==> src/rtl/imem_loader_if.sv <==
// imem_loader_if: instruction-word stream into the loader and its byte-write bus to the instruction memory.
interface imem_loader_if #(
  parameter int ADDR_W = 10
);
  logic              in_valid;
  logic              in_ready;
  logic [31:0]       in_data;
  logic              mem_we;
  logic [ADDR_W-1:0] mem_addr;
  logic [7:0]        mem_wdata;
  modport master (output in_valid, in_data, input in_ready, mem_we, mem_addr, mem_wdata);
  modport slave (input in_valid, in_data, output in_ready, mem_we, mem_addr, mem_wdata);
endinterface

==> src/rtl/imem_loader.sv <==
// imem_loader: streams 32-bit words big-endian into the byte-wide instruction memory, holding the CPU until a zero word.
module imem_loader #(
  parameter int ADDR_W    = 10,
  parameter int DEPTH     = 1024,
  parameter int BASE_ADDR = 0
) (
  input  logic              clk,
  input  logic              rst,
  input  logic              start_i,
  imem_loader_if.slave      bus,
  output logic              busy_o,
  output logic              done_o,
  output logic              overflow_o,
  output logic              cpu_hold_o,
  output logic [ADDR_W-2:0] word_count_o
);
  typedef enum logic [2:0] {IDLE, ACCEPT, WRITE, DONE, ERR} state_t;
  localparam logic [ADDR_W:0] LAST = (ADDR_W+1)'(DEPTH - 4);
  localparam logic [ADDR_W:0] BASE = (ADDR_W+1)'(BASE_ADDR);
  state_t            state_q, state_d;
  logic [ADDR_W:0]   ptr_q, ptr_d;
  logic [1:0]        idx_q, idx_d;
  logic [31:0]       word_q, word_d;
  logic [ADDR_W-2:0] cnt_q, cnt_d;
  logic              room;
  // ptr is one bit wider than the address so it can reach DEPTH without wrapping
  assign room = ptr_q <= LAST;
  always_ff @(posedge clk or posedge rst)
    if (rst) begin
      state_q <= IDLE;
      ptr_q   <= BASE;
      idx_q   <= '0;
      word_q  <= '0;
      cnt_q   <= '0;
    end else begin
      state_q <= state_d;
      ptr_q   <= ptr_d;
      idx_q   <= idx_d;
      word_q  <= word_d;
      cnt_q   <= cnt_d;
    end
  always_comb begin
    state_d = state_q;
    ptr_d   = ptr_q;
    idx_d   = idx_q;
    word_d  = word_q;
    cnt_d   = cnt_q;
    case (state_q)
      ACCEPT:
        if (!room) state_d = ERR;
        else if (bus.in_valid) begin
          state_d = WRITE;
          word_d  = bus.in_data;
          idx_d   = '0;
        end
      WRITE: begin
        ptr_d = ptr_q + 1'b1;
        idx_d = idx_q + 1'b1;
        if (idx_q == 2'd3) begin
          cnt_d   = cnt_q + 1'b1;
          state_d = (word_q == '0) ? DONE : ACCEPT;
        end
      end
      default:
        if (start_i) begin
          state_d = ACCEPT;
          ptr_d   = BASE;
          cnt_d   = '0;
        end
    endcase
  end
  // most significant byte first, matching the fetch side
  assign bus.mem_wdata = word_q[{~idx_q, 3'b000} +: 8];
  assign bus.mem_addr  = ptr_q[ADDR_W-1:0];
  assign bus.mem_we    = state_q == WRITE;
  assign bus.in_ready  = (state_q == ACCEPT) && room;
  assign busy_o        = (state_q == ACCEPT) || (state_q == WRITE);
  assign done_o        = state_q == DONE;
  assign overflow_o    = state_q == ERR;
  assign cpu_hold_o    = busy_o || overflow_o;
  assign word_count_o  = cnt_q;
endmodule

==> src/flat_wrapper.sv <==
// flat-port wrapper written by rule: the top's interface ports become plain ports
module imem_loader_flat 
#(
  parameter int ADDR_W    = 10,
  parameter int DEPTH     = 1024,
  parameter int BASE_ADDR = 0
)
  (clk, rst, start_i, busy_o, done_o, overflow_o, cpu_hold_o, word_count_o, bus_in_valid, bus_in_data, bus_in_ready, bus_mem_we, bus_mem_addr, bus_mem_wdata);
  imem_loader_if #(.ADDR_W(ADDR_W)) bus_i ();
  input  logic clk;
  input  logic rst;
  input  logic start_i;
  output logic busy_o;
  output logic done_o;
  output logic overflow_o;
  output logic cpu_hold_o;
  output logic [ADDR_W-2:0] word_count_o;
  input wire logic [$bits(bus_i.in_valid)-1:0] bus_in_valid;
  input wire logic [$bits(bus_i.in_data)-1:0] bus_in_data;
  output wire logic [$bits(bus_i.in_ready)-1:0] bus_in_ready;
  output wire logic [$bits(bus_i.mem_we)-1:0] bus_mem_we;
  output wire logic [$bits(bus_i.mem_addr)-1:0] bus_mem_addr;
  output wire logic [$bits(bus_i.mem_wdata)-1:0] bus_mem_wdata;
  assign bus_i.in_valid = bus_in_valid;
  assign bus_i.in_data = bus_in_data;
  assign bus_in_ready = bus_i.in_ready;
  assign bus_mem_we = bus_i.mem_we;
  assign bus_mem_addr = bus_i.mem_addr;
  assign bus_mem_wdata = bus_i.mem_wdata;
  imem_loader #(.ADDR_W(ADDR_W), .DEPTH(DEPTH), .BASE_ADDR(BASE_ADDR)) u_core (.clk(clk), .rst(rst), .start_i(start_i), .bus(bus_i), .busy_o(busy_o), .done_o(done_o), .overflow_o(overflow_o), .cpu_hold_o(cpu_hold_o), .word_count_o(word_count_o));
endmodule
==> config.mk <==
export PLATFORM = sky130hd
export DESIGN_NAME = imem_loader_flat
export DESIGN_NICKNAME = d
export VERILOG_FILES = /design/src/rtl/imem_loader_if.sv /design/src/rtl/imem_loader.sv /design/src/flat_wrapper.sv
export SDC_FILE = /design/constraint.sdc
export NUM_CORES = 1
export LEC_CHECK = 0
export ABC_CLOCK_PERIOD_IN_PS = 3100
export CORE_AREA = 5 5 80 82
export CTS_BUF_LIST = sky130_fd_sc_hd__clkbuf_8 sky130_fd_sc_hd__clkbuf_16
export DETAILED_ROUTE_END_ITERATION = 10
export DIE_AREA = 0 0 85 87
export DONT_BUFFER_PORTS = 1
export PLACE_DENSITY = 0.85
export SLEW_MARGIN = 20
export SYNTH_ARGS = -nofsm -noshare
export SYNTH_HDL_FRONTEND = slang
export SYNTH_SLANG_ARGS = --single-unit
export TNS_END_PERCENT = 1
==> constraint.sdc <==
create_clock -name clk -period 3.1 [get_ports clk]
set_input_delay 0.155 -clock clk [delete_from_list [all_inputs] [get_ports clk]]
set_output_delay 0.155 -clock clk [all_outputs]
set_load 0.01 [all_outputs]
==> impl_metrics.env, run 1 <==
export IMPL_p_leak_nw=1.65
export IMPL_cts_tree="done"
export IMPL_hold_class="in2reg"
export IMPL_max_clock_freq_mhz=413
export IMPL_reg2reg_from="u_core.state_q[1]$_DFFE_PP0P_"
export IMPL_maxCapViolations=0
export IMPL_core_area_sq_mm=0.00568
export IMPL_cts_setup_buffers=0
export IMPL_synth_seq_cells=57
export IMPL_grtUsageTotal_pct=21.6
export IMPL_cts_made_buffers=9
export IMPL_startpoint="u_core.state_q[1]$_DFFE_PP0P_"
export IMPL_first_global_vias=2388
export IMPL_syn_instance_count=271
export IMPL_initial_utilization_pct=57.2
export IMPL_period_share_pct=78.1
export IMPL_port_buffer_count=0
export IMPL_fin_hold_ws_ns=0.116
export IMPL_clock_sinks=57
export IMPL_cts_buffer_depth=2
export IMPL_final_util_pct=65.4
export IMPL_fillCellCount=413
export IMPL_die_x_microns=85
export IMPL_clock_latency_ns=0.34
export IMPL_cp_end_kind="flip-flop"
export IMPL_clkPwrFrac_pct=19.7
export IMPL_synth_edf_count=0
export IMPL_cts_resized=0
export IMPL_maxSlewHeadroom_pct=41.0
export IMPL_final_hold_violation_count=0
export IMPL_dp_hpwl_mm=4.82
export IMPL_netlist_cell_type_count=49
export IMPL_mappedNetlistArea_sq_mm=0.00324
export IMPL_syn_nets=311
export IMPL_seq_area_frac_synth_pct=44.0
export IMPL_grt_pass1_wl_mm=12.5
export IMPL_net_switching_power_mw=1.24
export IMPL_drc=0
export IMPL_peakVddDrop_uv=533
export IMPL_die_area_sq_mm=0.00740
export IMPL_start_kind="flip-flop"
export IMPL_synth_warnings=0
export IMPL_layout_common_cells="57 x dfrtp_1, 34 x dlygate4sd3_1, 30 x mux2_4"
export IMPL_status="complete, no violations"
export IMPL_synth_avg_cell_area_sq_um=12.0
export IMPL_grt_max_degree=35
export IMPL_antenna_found_initial=0
export IMPL_ctsHoldBuffers=34
export IMPL_row_count=28
export IMPL_drive_gt1_share_pct=24.1
export IMPL_vias_per_cell=6.23
export IMPL_wl_mm=7.54
export IMPL_fin_nets=331
export IMPL_seqPwrFrac_pct=40.7
export IMPL_clockRootBuffer="clkbuf_8"
export IMPL_globalplace_congestion=0.812
export IMPL_cp_arrival_ns=2.64
export IMPL_finalSetupTns_ns=0
export IMPL_pre_cts_ws_ns=0.695
export IMPL_skew_ns=0.00963
export IMPL_vias=2304
export IMPL_layout_commonest_cell="dfrtp_1"
export IMPL_syn2layout_area_growth_pct=14.3
export IMPL_setup_violations=0
export IMPL_chipHeight_microns=87
export IMPL_final_setup_worst_slack_ns=0.680
export IMPL_crit_type="reg2reg"
export IMPL_powerDensity_mw_per_mm2=902
export IMPL_min_from="start_i"
export IMPL_combPwrFrac_pct=39.6
export IMPL_rsz0062_at_grt="no"
export IMPL_async_flop_share_pct=100
export IMPL_io_pins=69
export IMPL_h_tree_depth=3
export IMPL_postRouteAntennaNets=0
export IMPL_drt_iter0_drc=204
export IMPL_min_period_ns=2.42
export IMPL_diodes=0
export IMPL_cp_max_fo=32
export IMPL_synth_main_ff_cell="dfrtp_1"
export IMPL_grt_overflow_total=0
export IMPL_p_int_mw=2.11
export IMPL_dr_pass1_iters=4
export IMPL_clk_pin_slew_ns=0.06
export IMPL_critPathRequiredTime_ns=3.32
export IMPL_tightest_slew_ns=0.885
export IMPL_p_sw_share_pct=37.0
export IMPL_drv_slew=0
export IMPL_wl_per_cell_microns=20.4
[sequential cells by signal, indices dropped and copies added (netlist names)]
signal               flops
u_core.word_q           32
u_core.ptr_q            11
u_core.word_count_o      9
u_core.state_q           3
u_core.idx_q             2
[metrics by stage]
step,area (sq um),power (mW),std cells
floorplan,3240,2.41,271
global placement,3190,2.57,321
detailed placement,3190,2.62,321
CTS,3710,3.34,370
global route,3710,3.53,370
finish,3710,3.35,370
[worst max-delay path, cell delays in order (launching register included)]
cell      delay [ns]
dfrtp_1         0.49
or3b_4          0.45
a311oi_4        0.48
nand2_4         0.43
mux2_4          0.43
[worst paths after layout]
| path | depth (start not counted) | slack [ns] | to |
|---|---|---|---|
| max reg2reg | 4 | 0.68 | u_core.word_q[2]$_DFFE_PP0P_ |
| max in group asynchronous | 3 | 1.96 | u_core.word_q[27]$_DFFE_PP0P_ |
| min | 3 | 0.12 | u_core.state_q[1]$_DFFE_PP0P_ |
| min reg2reg | 1 | 0.55 | u_core.word_q[11]$_DFFE_PP0P_ |
| max | 4 | 0.68 | u_core.word_q[2]$_DFFE_PP0P_ |
| min in group asynchronous | 2 | 0.33 | u_core.ptr_q[2]$_DFFE_PP0P_ |
[cells in the mapped netlist, types with 3 or more instances]
master / instances / area [sq um]
or2_2: 3 / 18.8
buf_4: 12 / 90.1
buf_6: 3 / 33.8
o21ai_0: 7 / 35.0
nand3_1: 8 / 40.0
mux4_2: 8 / 180
ha_1: 4 / 50.1
a21oi_1: 7 / 35.0
mux2i_1: 8 / 80.1
o31ai_1: 21 / 158
clkbuf_1: 11 / 41.3
a21o_1: 3 / 22.5
and3_1: 3 / 18.8
nor3_1: 4 / 20.0
nor4_1: 10 / 62.6
mux2_2: 4 / 45.0
mux2_4: 30 / 450
a22o_1: 4 / 35.0
inv_1: 14 / 52.6
dfrtp_1: 57 / 1430
nand4_1: 4 / 25.0
nor2_1: 3 / 11.3
nand2_1: 11 / 41.3
[kinds of logic (layout without fill, tap and decap cells)]
| logic type | count (synthesis) | count (layout) | share of synthesized area, % |
|---|---|---|---|
| buf+inv | 42 | 66 | 7.02 |
| compound gates | 56 | 56 | 12.8 |
| fa+ha+maj | 4 | 4 | 1.54 |
| xor+xnor | 2 | 2 | 0.540 |
| flops | 57 | 57 | 44.0 |
| mux | 50 | 50 | 23.3 |
| simple gates | 60 | 60 | 10.9 |
[layer usage]
metal	global-route usage, %	wire [microns]	up-vias
li1	-	-	1054
met1	26.0	3130	1170
met2	35.9	3810	61
met3	6.05	420	19
met4	10.1	184	0
met5	0	0	-
[cell type report]
| class | count | area, sq um | share of cell area [%] |
|---|---|---|---|
| sequential | 57 | 1430 | 38.4 |
| tap | 75 | 93.8 | 2.53 |
| multi-input combinational | 172 | 1590 | 42.9 |
| clock buffer | 9 | 124 | 3.34 |
| inverter | 14 | 52.6 | 1.42 |
| clock inverter | 6 | 60.1 | 1.62 |
| timing repair buffer | 37 | 363 | 9.78 |
[power groups by stage]
stage | Combinational (mW) | Clock (mW) | Sequential (mW)
after floorplan | 1.24 | 0 | 1.18
after global placement | 1.23 | 0 | 1.33
after detailed placement | 1.28 | 0 | 1.35
after CTS | 1.32 | 0.670 | 1.34
after global routing | 1.43 | 0.711 | 1.39
final | 1.33 | 0.659 | 1.36
(Power assumes the default switching activity.)
==> run 2: changes to the inputs <==
--- a/config.mk
+++ b/config.mk
@@ -5,11 +5,12 @@
 export SDC_FILE = /design/constraint.sdc
 export NUM_CORES = 1
 export LEC_CHECK = 0
-export ABC_CLOCK_PERIOD_IN_PS = 3100
-export CORE_AREA = 5 5 80 82
+export ABC_AREA = 1
+export ABC_CLOCK_PERIOD_IN_PS = 2100
+export CORE_AREA = 5 5 81 83
 export CTS_BUF_LIST = sky130_fd_sc_hd__clkbuf_8 sky130_fd_sc_hd__clkbuf_16
 export DETAILED_ROUTE_END_ITERATION = 10
-export DIE_AREA = 0 0 85 87
+export DIE_AREA = 0 0 86 88
 export DONT_BUFFER_PORTS = 1
 export PLACE_DENSITY = 0.85
 export SLEW_MARGIN = 20
==> constraint.sdc (replaced) <==
create_clock -name clk -period 2.1 [get_ports clk]
set_input_delay 0.105 -clock clk [delete_from_list [all_inputs] [get_ports clk]]
set_output_delay 0.105 -clock clk [all_outputs]
set_load 0.01 [all_outputs]
==> run 2 against run 1 <==
  * Register-to-register slack got worse by 0.40 ns
  * Routed wire length up 0.68%
  * Highest routed layer unchanged
  * Flip-flop and latch count unchanged
==> impl_metrics.env, run 2 <==
export IMPL_status="complete, no violations"
export IMPL_maxSlewHeadroom_pct=63.0
export IMPL_core_area_sq_mm=0.00578
export IMPL_grt_max_degree=35
export IMPL_die_x_microns=86
export IMPL_final_area_sq_mm=0.00363
export IMPL_drv_slew=0
export IMPL_vias=2796
export IMPL_grtUsageMet1_pct=24.1
export IMPL_vias_per_cell=5.38
export IMPL_final_hold_violation_count=0
export IMPL_diodes=0
export IMPL_synth_edf_count=0
export IMPL_max_clock_freq_mhz=540
export IMPL_synth_common_cells="122 x nand2_1, 57 x dfrtp_1, 50 x nand3_1"
export IMPL_hold_class="in2reg"
export IMPL_seq_area_frac_synth_pct=45.2
export IMPL_startpoint="u_core.idx_q[0]$_DFFE_PP0P_"
export IMPL_die_area_sq_mm=0.00757
export IMPL_syn_nets=460
export IMPL_globalplace_congestion=0.870
export IMPL_cts_setup_buffers=0
export IMPL_p_leak_nw=1.77
export IMPL_synth_seq_cells=57
export IMPL_synth_avg_cell_area_sq_um=7.52
export IMPL_grtUsageTotal_pct=21.5
export IMPL_pre_cts_ws_ns=0.311
export IMPL_synth_top_area_cell="dfrtp_1"
export IMPL_clk_pin_slew_ns=0.07
export IMPL_port_buffer_count=0
export IMPL_first_global_vias=2776
export IMPL_tightest_slew_ns=0.554
export IMPL_cp_end_kind="output pin"
export IMPL_wl_mm=7.59
export IMPL_synth_main_ff_cell="dfrtp_1"
export IMPL_grt_busiest_layer="met2"
export IMPL_clockRootBuffer="clkbuf_8"
export IMPL_reg2reg_from="u_core.idx_q[0]$_DFFE_PP0P_"
export IMPL_mappedNetlistArea_sq_mm=0.00316
export IMPL_cp_arrival_ns=1.75
export IMPL_final_setup_worst_slack_ns=0.250
export IMPL_powerDensity_mw_per_mm2=1260
export IMPL_clock_sinks=57
export IMPL_peakVddDrop_uv=766
export IMPL_start_kind="flip-flop"
export IMPL_dpl_cell_area_sq_mm=0.00310
export IMPL_finalSetupTns_ns=0
export IMPL_synthTopCellsByArea="dfrtp_1 45%, nand2_1 15%, nand3_1 7.9%"
export IMPL_grt_pass1_wl_mm=12.6
export IMPL_grt_util_met2_pct=37.2
export IMPL_rsz0062_at_grt="no"
export IMPL_gr_usage_met3_pct=7.53
export IMPL_cp_max_fo=19
export IMPL_synth_top_area_share_pct=45.2
export IMPL_largest_register_ffs=32
export IMPL_top_register="u_core.word_q"
export IMPL_grt_overflow_total=0
export IMPL_drt_iter0_drc=121
export IMPL_maxCapViolations=0
export IMPL_critPathRequiredTime_ns=2.00
export IMPL_fin_nets=480
export IMPL_skew_ns=0.00580
export IMPL_chipHeight_microns=88
export IMPL_yosysMostFrequentCell="nand2_1"
export IMPL_dr_pass1_iters=5
export IMPL_netlist_cell_type_count=30
export IMPL_postRouteAntennaNets=0
export IMPL_drc=0
export IMPL_min_period_ns=1.85
export IMPL_reg2reg_to="u_core.word_count_o[4]$_DFFE_PP0P_"
export IMPL_async_flop_share_pct=100
export IMPL_cts_made_buffers=9
export IMPL_crit_type="reg2out"
export IMPL_cts_tree="done"
export IMPL_synth_warnings=0
export IMPL_endpoint="bus_mem_wdata[0]"
export IMPL_io_pins=69
export IMPL_setup_violations=0
export IMPL_ff2ff_path_depth=6
export IMPL_layout_commonest_cell="nand2_1"
export IMPL_layout_common_cells="122 x nand2_1, 57 x dfrtp_1, 50 x nand3_1"
export IMPL_cts_resized=0
export IMPL_syn2layout_area_growth_pct=14.9
export IMPL_reg2reg_slack_ns=0.28
export IMPL_period_share_pct=88.1
export IMPL_clock_latency_ns=0.34
export IMPL_wl_per_cell_microns=14.6
export IMPL_syn_instance_count=420
export IMPL_antenna_found_initial=0
export IMPL_drive_gt1_share_pct=7.64
export IMPL_final_util_pct=62.8
export IMPL_h_tree_depth=3
export IMPL_cts_buffer_depth=2
export IMPL_initial_utilization_pct=54.6
export IMPL_dp_hpwl_mm=5.19
export IMPL_row_count=28
run 2: changes by cell type in the layout (fill, tap and decap cells not counted), sizes merged, moves of 5 or more:
cell and change:
nand2 +114, nor2 +48, nand3 +45, mux2 -34, o21ai +31, o31ai -21
inv +18, nor4 -10, mux2i -8, mux4 -8, o22ai +7, a21oi -5
run 2: worst min path at each step:
stage / from / end / depth (start not counted)
after floorplan: bus_in_data[21] / u_core.word_q[21]$_DFFE_PP0P_ / 2
after CTS: bus_in_valid / u_core.idx_q[0]$_DFFE_PP0P_ / 5
after global placement: rst / u_core.word_q[4]$_DFFE_PP0P_ / 1
final: bus_in_valid / u_core.idx_q[1]$_DFFE_PP0P_ / 5
after global routing: bus_in_valid / u_core.idx_q[0]$_DFFE_PP0P_ / 5
after detailed placement: rst / u_core.word_q[6]$_DFFE_PP0P_ / 1
run 2: timing repair:
item | in CTS | in global routing
hold buffers | 34 | 0
endpoints found under the hold margin | 53 | 0
setup endpoints to repair | 0 | 0
run 2: cell families (layout without fill, tap and decap cells):
kind of cell    count (synthesis)  in the layout  share of synthesized area [%]
simple gates                  244            244                           34.2
buf+inv                        60             85                           9.47
flops                          57             57                           45.2
compound gates                 53             53                           9.03
fa+ha+maj                       4              4                           1.58
xor+xnor                        2              2                          0.555
run 2: routing by layer:
metal | wire [microns] | part of all wire (%) | vias up
li1 | - | - | 1397
met1 | 3030 | 40 | 1310
met2 | 3840 | 51 | 78
met3 | 599 | 7.9 | 11
met4 | 119 | 1.6 | 0
met5 | 0 | 0 | -
run 2: stage by stage:
step | power [mW] | hold slack (ns) | std cells
CTS | 4.58 | 0.0339 | 520
global placement | 3.43 | 0.0211 | 470
finish | 4.56 | 0.0446 | 520
global route | 4.93 | 0.0620 | 520
detailed placement | 3.49 | 0.0272 | 470
floorplan | 3.19 | 0.250 | 420
run 2: area by class of cell:
class                   instances  area (sq um)
well taps                      75          93.8
clock inverters                 6          57.6
inverters                      32           123
flip-flops and latches         57          1430
multi-input cells             303          1430
clock buffers                  10           138
fillers                       486          2150
repair buffers                 37           358
run 2: power by group:
group / internal (mW) / total, mW / switching, mW
Sequential: 1.45 / 1.85 / 0.399
Clock: 0.571 / 1.03 / 0.460
Combinational: 0.541 / 1.68 / 1.13
Total: 2.56 / 4.56 / 1.99
run 2: worst max-delay path: stages (launching register included):
cell and delay [ns]:
dfrtp_1 0.56, inv_1 0.41, o21ai_0 0.14, o22ai_1 0.30
==> run 3: changes to the inputs <==
--- a/config.mk
+++ b/config.mk
@@ -7,12 +7,12 @@
 export LEC_CHECK = 0
 export ABC_AREA = 1
 export ABC_CLOCK_PERIOD_IN_PS = 2100
-export CORE_AREA = 5 5 81 83
+export CORE_AREA = 2 2 83 92
 export CTS_BUF_LIST = sky130_fd_sc_hd__clkbuf_8 sky130_fd_sc_hd__clkbuf_16
 export DETAILED_ROUTE_END_ITERATION = 10
-export DIE_AREA = 0 0 86 88
+export DIE_AREA = 0 0 85 94
 export DONT_BUFFER_PORTS = 1
-export PLACE_DENSITY = 0.85
+export PLACE_DENSITY = 0.73
 export SLEW_MARGIN = 20
 export SYNTH_ARGS = -nofsm -noshare
 export SYNTH_HDL_FRONTEND = slang
==> run 3 against run 2 <==
  * Die area is 5.6% higher
  * Sequential share of layout area shrank 0.98 points
  * Clock power rose by 30%
  * First-iteration DRC count decreased by 5.0%
  * Sequential power barely moved
  * Critical path type unchanged
==> impl_metrics.env, run 3 (synthesized netlist as in run 2, its figures left out) <==
export IMPL_globalplace_congestion=0.940
export IMPL_drv_slew=0
export IMPL_ff2ff_path_depth=9
export IMPL_die_area_sq_mm=0.00799
export IMPL_wl_met1_mm=3.19
export IMPL_path_buf_inv=2
export IMPL_largest_register_ffs=32
export IMPL_rsz0062_at_grt="no"
export IMPL_maxCapViolations=0
export IMPL_antenna_found_initial=0
export IMPL_finalNonFillerCells=530
export IMPL_initial_utilization_pct=45.1
export IMPL_diodes=0
export IMPL_powerDensity_mw_per_mm2=1310
export IMPL_grt_max_degree=35
export IMPL_layout_commonest_cell="nand2_1"
export IMPL_drc=0
export IMPL_cp_end_kind="output pin"
export IMPL_reg2reg_to="u_core.word_q[29]$_DFFE_PP0P_"
export IMPL_fin_nets=480
export IMPL_peakVddDrop_uv=770
export IMPL_cpPeakStageDelay_ns=0.47
export IMPL_dp_hpwl_mm=5.24
export IMPL_wl_met3_microns=539
export IMPL_clock_latency_ns=0.34
export IMPL_cp_max_fo=17
export IMPL_max_clock_freq_mhz=522
export IMPL_cts_buffer_depth=2
export IMPL_io_pins=69
export IMPL_ctsHoldBuffers=34
export IMPL_cts_setup_buffers=0
export IMPL_first_global_vias=2884
export IMPL_fillCellCount=656
export IMPL_row_count=32
export IMPL_cts_resized=0
export IMPL_grt_pass1_wl_mm=13.2
export IMPL_final_hold_violation_count=0
export IMPL_crit_slowest_cell="dfrtp_1"
export IMPL_reg2reg_slack_ns=0.30
export IMPL_dr_pass1_iters=4
export IMPL_worstSetupPathDepth=4
export IMPL_finalSetupTns_ns=0
export IMPL_holdPathStages=5
export IMPL_period_share_pct=91.3
export IMPL_cp_arrival_ns=1.81
export IMPL_clock_sinks=57
export IMPL_port_buffer_count=0
export IMPL_chipHeight_microns=94
export IMPL_vias=2821
export IMPL_hold_class="in2reg"
export IMPL_hold_path_end="u_core.idx_q[0]$_DFFE_PP0P_"
export IMPL_maxSlewHeadroom_pct=63.9
export IMPL_cp_top_family="buffers and inverters"
export IMPL_setup_violations=0
export IMPL_top_layer="met4"
export IMPL_clockRootBuffer="clkbuf_8"
export IMPL_skew_ns=0.00851
export IMPL_p_leak_nw=1.80
export IMPL_layout_common_cells="122 x nand2_1, 57 x dfrtp_1, 50 x nand3_1"
export IMPL_grt_overflow_total=0
export IMPL_clk_pin_slew_ns=0.07
export IMPL_wl_mm=7.51
export IMPL_status="complete, no violations"
export IMPL_core_area_sq_mm=0.00701
export IMPL_cts_made_buffers=9
export IMPL_drt_iter0_drc=115
export IMPL_min_period_ns=1.92
export IMPL_drive_gt1_share_pct=7.64
export IMPL_min_from="bus_in_valid"
export IMPL_reg2reg_from="u_core.ptr_q[0]$_DFFE_PP0P_"
export IMPL_tightest_slew_ns=0.541
export IMPL_h_tree_depth=3
export IMPL_syn2layout_area_growth_pct=17.8
export IMPL_cts_tree="done"
export IMPL_die_x_microns=85
export IMPL_crit_chain="buf_4, inv_1, o21ai_0, o22ai_1"
export IMPL_crit_type="reg2out"
export IMPL_vias_per_cell=5.32
export IMPL_met2_length_mm=3.67
export IMPL_wl_per_cell_microns=14.2
export IMPL_critPathRequiredTime_ns=2.00
export IMPL_top_register="u_core.word_q"
export IMPL_grtUsageTotal_pct=20.6
export IMPL_power_mw=4.89
export IMPL_placedCellCount=480
export IMPL_start_kind="flip-flop"
export IMPL_postRouteAntennaNets=0
## run 3: layout make-up
class / count / area [sq um] / share of cell area (%)
multi-input combinational: 303 / 1430 / 38.5
sequential: 57 / 1430 / 38.3
timing repair buffer: 37 / 370 / 9.95
clock buffer: 12 / 165 / 4.44
inverter: 32 / 123 / 3.30
tap: 85 / 106 / 2.86
clock inverter: 4 / 97.6 / 2.62
## run 3: how the worst max path moves through the flow
stage | to | start | slack [ns]
detailed placement | u_core.word_q[29]$_DFFE_PP0P_ | u_core.ptr_q[0]$_DFFE_PP0P_ | 0.30
floorplan | u_core.idx_q[0]$_DFFE_PP0P_ | rst | 0.60
global route | bus_mem_wdata[0] | u_core.idx_q[0]$_DFFE_PP0P_ | 0.0004
finish | bus_mem_wdata[4] | u_core.idx_q[0]$_DFFE_PP0P_ | 0.18
global placement | u_core.word_q[7]$_DFFE_PP0P_ | u_core.ptr_q[0]$_DFFE_PP0P_ | 0.36
CTS | bus_mem_wdata[4] | u_core.idx_q[0]$_DFFE_PP0P_ | 0.21
## run 3: routing by layer
metal / up-vias / GRT usage (%)
met5: - / 0
met4: 0 / 7.67
met3: 12 / 7.38
met2: 93 / 35.1
met1: 1315 / 23.8
li1: 1401 / -
## run 3: per-stage QoR
step                instance area, sq um  setup WS, ns  hold WS (ns)  util, %
floorplan                           3160         0.595         0.250        -
CTS                                 3730         0.207        0.0294     53.2
global placement                    3120         0.364        0.0505     44.6
detailed placement                  3120         0.297        0.0623     44.6
global route                        3720      0.000416        0.0809     53.1
finish                              3720         0.183        0.0370     53.1
## run 3: worst register-to-register path, delay by kind of cell, from the launching register on
family                   cells  cell delay (ns)
AND/OR/NAND/NOR              6             0.63
flip-flops                   1             0.49
buffers and inverters        2             0.41
adder cells (fa/ha/maj)      1             0.15
## run 3: power by group
group          switching, mW  leakage [nW]  internal [mW]
combinational           1.17         0.930          0.552
clock                  0.454         0.129          0.886
sequential             0.383         0.743           1.45
